### config.mk
export PLATFORM = sky130hd
export DESIGN_NAME = l1_writeback_ctrl_flat
export DESIGN_NICKNAME = d
export VERILOG_FILES = /design/src/rtl/l1_writeback_ctrl_if.sv /design/src/rtl/l1_writeback_ctrl.sv /design/src/flat_wrapper.sv
export SDC_FILE = /design/constraint.sdc
export NUM_CORES = 1
export LEC_CHECK = 0
export ABC_AREA = 1
export BUFFER_PORTS_ARGS = -buffer_cell sky130_fd_sc_hd__buf_4
export CAP_MARGIN = 20
export CORE_MARGIN = 1.5
export CORE_UTILIZATION = 51
export CTS_BUF_LIST = sky130_fd_sc_hd__clkbuf_2 sky130_fd_sc_hd__clkbuf_4 sky130_fd_sc_hd__clkbuf_8
export DETAILED_ROUTE_END_ITERATION = 16
export PLACE_DENSITY = 0.81
export SLEW_MARGIN = 10
export SYNTH_ARGS = -nofsm -noshare
export SYNTH_HDL_FRONTEND = slang
export SYNTH_SLANG_ARGS = --single-unit
### constraint.sdc
create_clock -name clk -period 2.1 [get_ports clk]
set_clock_uncertainty 0.2 [all_clocks]
set_input_delay 0.42 -clock clk [delete_from_list [all_inputs] [get_ports clk]]
set_output_delay 0.42 -clock clk [all_outputs]
set_load 0.05 [all_outputs]
### src/rtl/l1_writeback_ctrl_if.sv
// Bus bundle for the L1 write-back controller: the cache line-select port
// (line_sel / line_data / line_addr / line_status) and the memory write
// request/acknowledge handshake.
interface l1_writeback_ctrl_if #(
  parameter int unsigned DATA_W = 8,
  parameter int unsigned ADDR_W = 3,
  parameter int unsigned IDX_W  = 2
);
  logic [IDX_W-1:0]  line_sel;
  logic [DATA_W-1:0] line_data;
  logic [ADDR_W-1:0] line_addr;
  logic [1:0]        line_status;
  logic              mem_req;
  logic [ADDR_W-1:0] mem_addr;
  logic [DATA_W-1:0] mem_data;
  logic              mem_ack;

  // Controller side
  modport master (
    output line_sel, mem_req, mem_addr, mem_data,
    input  line_data, line_addr, line_status, mem_ack
  );

  // Cache / memory side
  modport slave (
    input  line_sel, mem_req, mem_addr, mem_data,
    output line_data, line_addr, line_status, mem_ack
  );
endinterface

### src/rtl/l1_writeback_ctrl.sv
// L1 write-back controller. On a flush request, scans every cache line via the
// line-select port, writes modified lines (status 2'b00) back to memory over a
// req/ack handshake, and reports each cleaned line index.
// Optional macro WB_TIMEOUT_EN: abandon a write-back after TIMEOUT cycles
// without ack and raise a sticky err flag. Without it, WB waits indefinitely.
module l1_writeback_ctrl #(
  parameter int unsigned DATA_W  = 8,
  parameter int unsigned ADDR_W  = 3,
  parameter int unsigned LINES   = 4,
  parameter int unsigned IDX_W   = 2,
  parameter int unsigned TIMEOUT = 15
) (
  input  logic                 clk,
  input  logic                 rst,
  input  logic                 start_i,
  l1_writeback_ctrl_if.master  bus_io,
  output logic                 busy_o,
  output logic                 done_o,
  output logic                 clean_valid_o,
  output logic [IDX_W-1:0]     clean_idx_o,
  output logic [2:0]           wb_count_o,
  output logic                 err_o
);

  typedef enum logic [1:0] {StIdle, StScan, StWb, StDone} state_e;

  state_e            state_q, state_d;
  logic [IDX_W-1:0]  idx_q, idx_d;
  logic              mem_req_q, mem_req_d;
  logic [ADDR_W-1:0] mem_addr_q, mem_addr_d;
  logic [DATA_W-1:0] mem_data_q, mem_data_d;
  logic              busy_q, busy_d;
  logic              done_q, done_d;
  logic              clean_valid_q, clean_valid_d;
  logic [IDX_W-1:0]  clean_idx_q, clean_idx_d;
  logic [2:0]        wb_count_q, wb_count_d;
  logic              last_line;
  logic              advance;

`ifdef WB_TIMEOUT_EN
  localparam int unsigned TmoW = $clog2(TIMEOUT + 1);
  logic [TmoW-1:0] tmo_q, tmo_d;
  logic            err_q, err_d;
`else
  logic unused_timeout;
  assign unused_timeout = (TIMEOUT != 0);
`endif

  assign last_line = (idx_q == IDX_W'(LINES - 1));

  // Next-state and registered-output logic for the flush sequencer
  always_comb begin
    state_d       = state_q;
    idx_d         = idx_q;
    mem_req_d     = mem_req_q;
    mem_addr_d    = mem_addr_q;
    mem_data_d    = mem_data_q;
    clean_valid_d = 1'b0;
    clean_idx_d   = clean_idx_q;
    wb_count_d    = wb_count_q;
    advance       = 1'b0;
`ifdef WB_TIMEOUT_EN
    tmo_d         = tmo_q;
    err_d         = err_q;
`endif

    unique case (state_q)
      StIdle: begin
        if (start_i) begin
          idx_d      = '0;
          wb_count_d = '0;
          state_d    = StScan;
        end
      end
      StScan: begin
        // Any status other than a definite 2'b00 (including X/Z) is skipped
        if (bus_io.line_status == 2'b00) begin
          mem_addr_d = bus_io.line_addr;
          mem_data_d = bus_io.line_data;
          mem_req_d  = 1'b1;
          state_d    = StWb;
`ifdef WB_TIMEOUT_EN
          tmo_d      = '0;
`endif
        end else begin
          advance = 1'b1;
        end
      end
      StWb: begin
        if (bus_io.mem_ack) begin
          mem_req_d     = 1'b0;
          wb_count_d    = wb_count_q + 3'd1;
          clean_valid_d = 1'b1;
          clean_idx_d   = idx_q;
          advance       = 1'b1;
        end
`ifdef WB_TIMEOUT_EN
        else if (tmo_q == TmoW'(TIMEOUT - 1)) begin
          // Give up on this line: no clean report, no count
          mem_req_d = 1'b0;
          err_d     = 1'b1;
          advance   = 1'b1;
        end else begin
          tmo_d = tmo_q + 1'b1;
        end
`endif
      end
      StDone: begin
        state_d = StIdle;
      end
      default: state_d = StIdle;
    endcase

    // Shared step to the next line; the last line always exits to DONE
    if (advance) begin
      if (last_line) begin
        state_d = StDone;
      end else begin
        idx_d   = idx_q + 1'b1;
        state_d = StScan;
      end
    end

    done_d = (state_d == StDone);
    busy_d = (state_d != StIdle);
  end

  // State and output registers; reset aborts any flush immediately
  always_ff @(posedge clk or posedge rst) begin
    if (rst) begin
      state_q       <= StIdle;
      idx_q         <= '0;
      mem_req_q     <= 1'b0;
      mem_addr_q    <= '0;
      mem_data_q    <= '0;
      busy_q        <= 1'b0;
      done_q        <= 1'b0;
      clean_valid_q <= 1'b0;
      clean_idx_q   <= '0;
      wb_count_q    <= '0;
    end else begin
      state_q       <= state_d;
      idx_q         <= idx_d;
      mem_req_q     <= mem_req_d;
      mem_addr_q    <= mem_addr_d;
      mem_data_q    <= mem_data_d;
      busy_q        <= busy_d;
      done_q        <= done_d;
      clean_valid_q <= clean_valid_d;
      clean_idx_q   <= clean_idx_d;
      wb_count_q    <= wb_count_d;
    end
  end

`ifdef WB_TIMEOUT_EN
  // Ack wait counter and sticky timeout flag
  always_ff @(posedge clk or posedge rst) begin
    if (rst) begin
      tmo_q <= '0;
      err_q <= 1'b0;
    end else begin
      tmo_q <= tmo_d;
      err_q <= err_d;
    end
  end

  assign err_o = err_q;
`else
  assign err_o = 1'b0;
`endif

  assign bus_io.line_sel = idx_q;
  assign bus_io.mem_req  = mem_req_q;
  assign bus_io.mem_addr = mem_addr_q;
  assign bus_io.mem_data = mem_data_q;
  assign busy_o          = busy_q;
  assign done_o          = done_q;
  assign clean_valid_o   = clean_valid_q;
  assign clean_idx_o     = clean_idx_q;
  assign wb_count_o      = wb_count_q;

endmodule

### src/flat_wrapper.sv
// flat-port wrapper written by rule: the top's interface ports become plain ports
module l1_writeback_ctrl_flat 
#(
  parameter int unsigned DATA_W  = 8,
  parameter int unsigned ADDR_W  = 3,
  parameter int unsigned LINES   = 4,
  parameter int unsigned IDX_W   = 2,
  parameter int unsigned TIMEOUT = 15
)
  (clk, rst, start_i, busy_o, done_o, clean_valid_o, clean_idx_o, wb_count_o, err_o, bus_io_line_sel, bus_io_mem_req, bus_io_mem_addr, bus_io_mem_data, bus_io_line_data, bus_io_line_addr, bus_io_line_status, bus_io_mem_ack);
  l1_writeback_ctrl_if #(.DATA_W(DATA_W), .ADDR_W(ADDR_W), .IDX_W(IDX_W)) bus_io_i ();
  input  logic clk;
  input  logic rst;
  input  logic start_i;
  output logic busy_o;
  output logic done_o;
  output logic clean_valid_o;
  output logic [IDX_W-1:0] clean_idx_o;
  output logic [2:0] wb_count_o;
  output logic err_o;
  output wire logic [$bits(bus_io_i.line_sel)-1:0] bus_io_line_sel;
  output wire logic [$bits(bus_io_i.mem_req)-1:0] bus_io_mem_req;
  output wire logic [$bits(bus_io_i.mem_addr)-1:0] bus_io_mem_addr;
  output wire logic [$bits(bus_io_i.mem_data)-1:0] bus_io_mem_data;
  input wire logic [$bits(bus_io_i.line_data)-1:0] bus_io_line_data;
  input wire logic [$bits(bus_io_i.line_addr)-1:0] bus_io_line_addr;
  input wire logic [$bits(bus_io_i.line_status)-1:0] bus_io_line_status;
  input wire logic [$bits(bus_io_i.mem_ack)-1:0] bus_io_mem_ack;
  assign bus_io_line_sel = bus_io_i.line_sel;
  assign bus_io_mem_req = bus_io_i.mem_req;
  assign bus_io_mem_addr = bus_io_i.mem_addr;
  assign bus_io_mem_data = bus_io_i.mem_data;
  assign bus_io_i.line_data = bus_io_line_data;
  assign bus_io_i.line_addr = bus_io_line_addr;
  assign bus_io_i.line_status = bus_io_line_status;
  assign bus_io_i.mem_ack = bus_io_mem_ack;
  l1_writeback_ctrl #(.DATA_W(DATA_W), .ADDR_W(ADDR_W), .LINES(LINES), .IDX_W(IDX_W), .TIMEOUT(TIMEOUT)) u_core (.clk(clk), .rst(rst), .start_i(start_i), .bus_io(bus_io_i), .busy_o(busy_o), .done_o(done_o), .clean_valid_o(clean_valid_o), .clean_idx_o(clean_idx_o), .wb_count_o(wb_count_o), .err_o(err_o));
endmodule
==> flow_summary.ini <==
[outcome]
status = completed

[setup_path]
crit_buf_inv = 1
cp.required_ns = 2.12
crit_type = flip-flop to flip-flop
crit_path_cell_trace = inv_1 -> ha_1 -> nand2_2 -> a21oi_4 -> o21ai_0 -> o21a_1
r2r-start = u_core.state_q[0]
critical_path_arrival_ns = 1.74
worstSetupEndpointType = flip-flop
reg2reg_slack_ns = 0.38
path_delay_family = compound AO/OA/AOI/OAI gates
cp_num_cells = 6
cp_slowest_cell = dfrtp_1
cpPeakStageDelay_ns = 0.40
crit_fanout = 7
timing.rr.end = u_core.wb_count_o[0]
cp-start-kind = flip-flop
reg2reg_depth = 6

[worst_hold_path]
hold_start = bus_io_line_data[2]
hold_class = input pin to flip-flop
worstHoldEndpoint = u_core.bus_io.mem_data[2]
hold_path_depth = 2

[global_route]
grt_max_degree = 25
antenna_found_initial = 0
gr-total-overflow = 0
grt.total_usage_pct = 18.6
grt_pass1_vias = 845
grt_pass1_wl_um = 3630

[timing]
fin_tns_setup_ns = 0
fmax_mhz = 581
hold_viol = 0
whs_ns = 0.120
rsz0062_at_grt = no
drv_slew = 0
period_minus_slack_ns = 1.72
report.final.setup_viol = 0
fin_crit_sh_pct = 81.9

[placed_design]
placed_cell_area_um2 = 1470
io_buffers = 38
gp_congestion = 0.774
hpwl_um = 1630
dp.cells = 171

[layout]
area_growth_pct = 31.9
fin_area_um2 = 1540
most-common-layout-cells = buf_4 (39), dfrtp_1 (24), inv_1 (15)
layout.nets = 172
layout_commonest_cell = buf_4
regArea_um2 = 601
layout-drive-gt1-share_pct = 44.6
diodes = 0
fin_cells = 176
multi_input_area_um2 = 482
fill_cells = 163

[synth]
yosysUniqueCellTypes = 25
synth-seq-area-share_pct = 51.6
syn_area_um2 = 1160
synth.avg_cell_area_um2 = 11.0
ys_ff_latch = 24
netlist_instances = 106
ys_warn_count = 0
synth_nets = 129

[floorplan]
row_count = 17
die_y_um = 50.8
ioPinCount = 40
start_util_pct = 53.2
dieArea_um2 = 2580
die_w_um = 50.8
coreArea_um2 = 2190

[power_and_ir_drop]
power.leakage_nw = 0.836
p_seq_share_pct = 28.0
fin_total_pwr_mw = 2.78
switching_share_pct = 48.6
pwr_density_cell_nw_per_um2 = 1810
p_comb_share_pct = 60.0
max-vdd-ir-drop_uv = 1120
intPower_mw = 1.43
p_sw_mw = 1.35
p_clk_share_pct = 12.0

[clock_tree]
clk_path_buf_depth = 2
cts_buffers = 3
cts_tree = yes
cts.sinks = 24
cts_root_buf = clkbuf_4
cts_htree_levels = 1
cts.clk_slew.worst_paths_ns = 0.13
clock_latency_ns = 0.32

[detailed_routing]
vias_per_cell = 4.89
drt-initial-drc-count = 9
wirelength_um = 2170
via_count = 861
drc_errors = 0
first_pass_iters = 4
post_drt_wl_per_cell_um = 12.3
drtAntennaViolNets = 0

[flow_run]
maxCapViolations = 0
[repair_timing]
action,4_1_cts,5_1_grt
endpoints found under the hold margin,24,0
hold buffers,1,0
buffers inserted,0,0
gates resized for setup,0,0
[worst reg2reg max path, cell delays in order, from the launching register on]
cell,delay [ns]
dfrtp_1,0.40
inv_1,0.13
ha_1,0.27
nand2_2,0.16
a21oi_4,0.23
o21ai_0,0.12
o21a_1,0.12
[through the flow]
step	setup WS, ns	utilization (%)
floorplan	0.514	-
global placement	0.456	67.3
detailed placement	0.403	67.3
CTS	0.373	70.1
global route	0.233	70.1
finish	0.380	70.1
[worst max-delay path by stage]
stage / start / to
after global routing: u_core.state_q[0] / u_core.wb_count_o[0]
after floorplan: u_core.wb_count_o[0] / u_core.wb_count_o[2]
after global placement: u_core.state_q[1] / u_core.state_q[1]
final: u_core.state_q[0] / u_core.wb_count_o[0]
after detailed placement: u_core.state_q[1] / u_core.state_q[1]
after CTS: u_core.state_q[1] / u_core.state_q[1]
[sequential cells by signal (all words and copies together), names as in the netlist]
name / flops
u_core.state_q: 2
u_core.done_o: 1
u_core.clean_idx_o: 2
u_core.wb_count_o: 3
u_core.clean_valid_o: 1
u_core.bus_io.mem_addr: 3
u_core.bus_io.mem_data: 8
u_core.busy_o: 1
u_core.bus_io.line_sel: 2
u_core.bus_io.mem_req: 1
[layout make-up]
| type | instances | area share, % |
|---|---|---|
| multi-input cells | 63 | 31.4 |
| clock inverters | 1 | 1.95 |
| flip-flops and latches | 24 | 39.1 |
| inverters | 17 | 4.15 |
| repair buffers | 40 | 19.7 |
| well taps | 28 | 2.28 |
| clock buffers | 3 | 1.47 |
[power groups by stage]
stage                     clock [mW]  sequential [mW]  combinational [mW]
final                          0.334            0.777                1.67
after detailed placement           0            0.789                1.67
after global routing           0.350            0.796                1.79
after floorplan                    0             1.40               0.613
after CTS                      0.335            0.778                1.68
after global placement             0            0.780                1.64
[metal layers]
metal / GRT usage (%) / wire (µm) / vias up
met1: 25.7 / 1010 / 411
li1: - / - / 421
met5: 0 / 0 / -
met2: 30.3 / 1040 / 25
met3: 2.38 / 102 / 4
met4: 6.31 / 26 / 0
[cells in the mapped netlist (all sizes together)]
master / count / share of area [%]
a21oi: 2 / 1.8
buf: 2 / 1.6
conb: 1 / 0.32
dfrtp: 24 / 52
ha: 6 / 6.4
inv: 17 / 5.5
mux2: 11 / 14
nand2: 17 / 6.8
nand3: 3 / 1.7
nand4: 1 / 0.54
nor2: 7 / 3.1
o21a: 1 / 0.64
o21ai: 13 / 5.9
or2: 1 / 0.54
[cell families (layout without fill, tap and decap cells)]
logic type	after synthesis	count (layout)	share of synthesized area [%]
AND/OR/NAND/NOR	29	29	12.7
flip-flops	24	24	51.6
buffers and inverters	19	61	7.09
AO/OA/AOI/OAI	16	16	8.38
multiplexers	11	11	13.5
adder cells (fa/ha/maj)	6	6	6.44
other	1	1	0.322
Power figures use the tool's default switching activity.
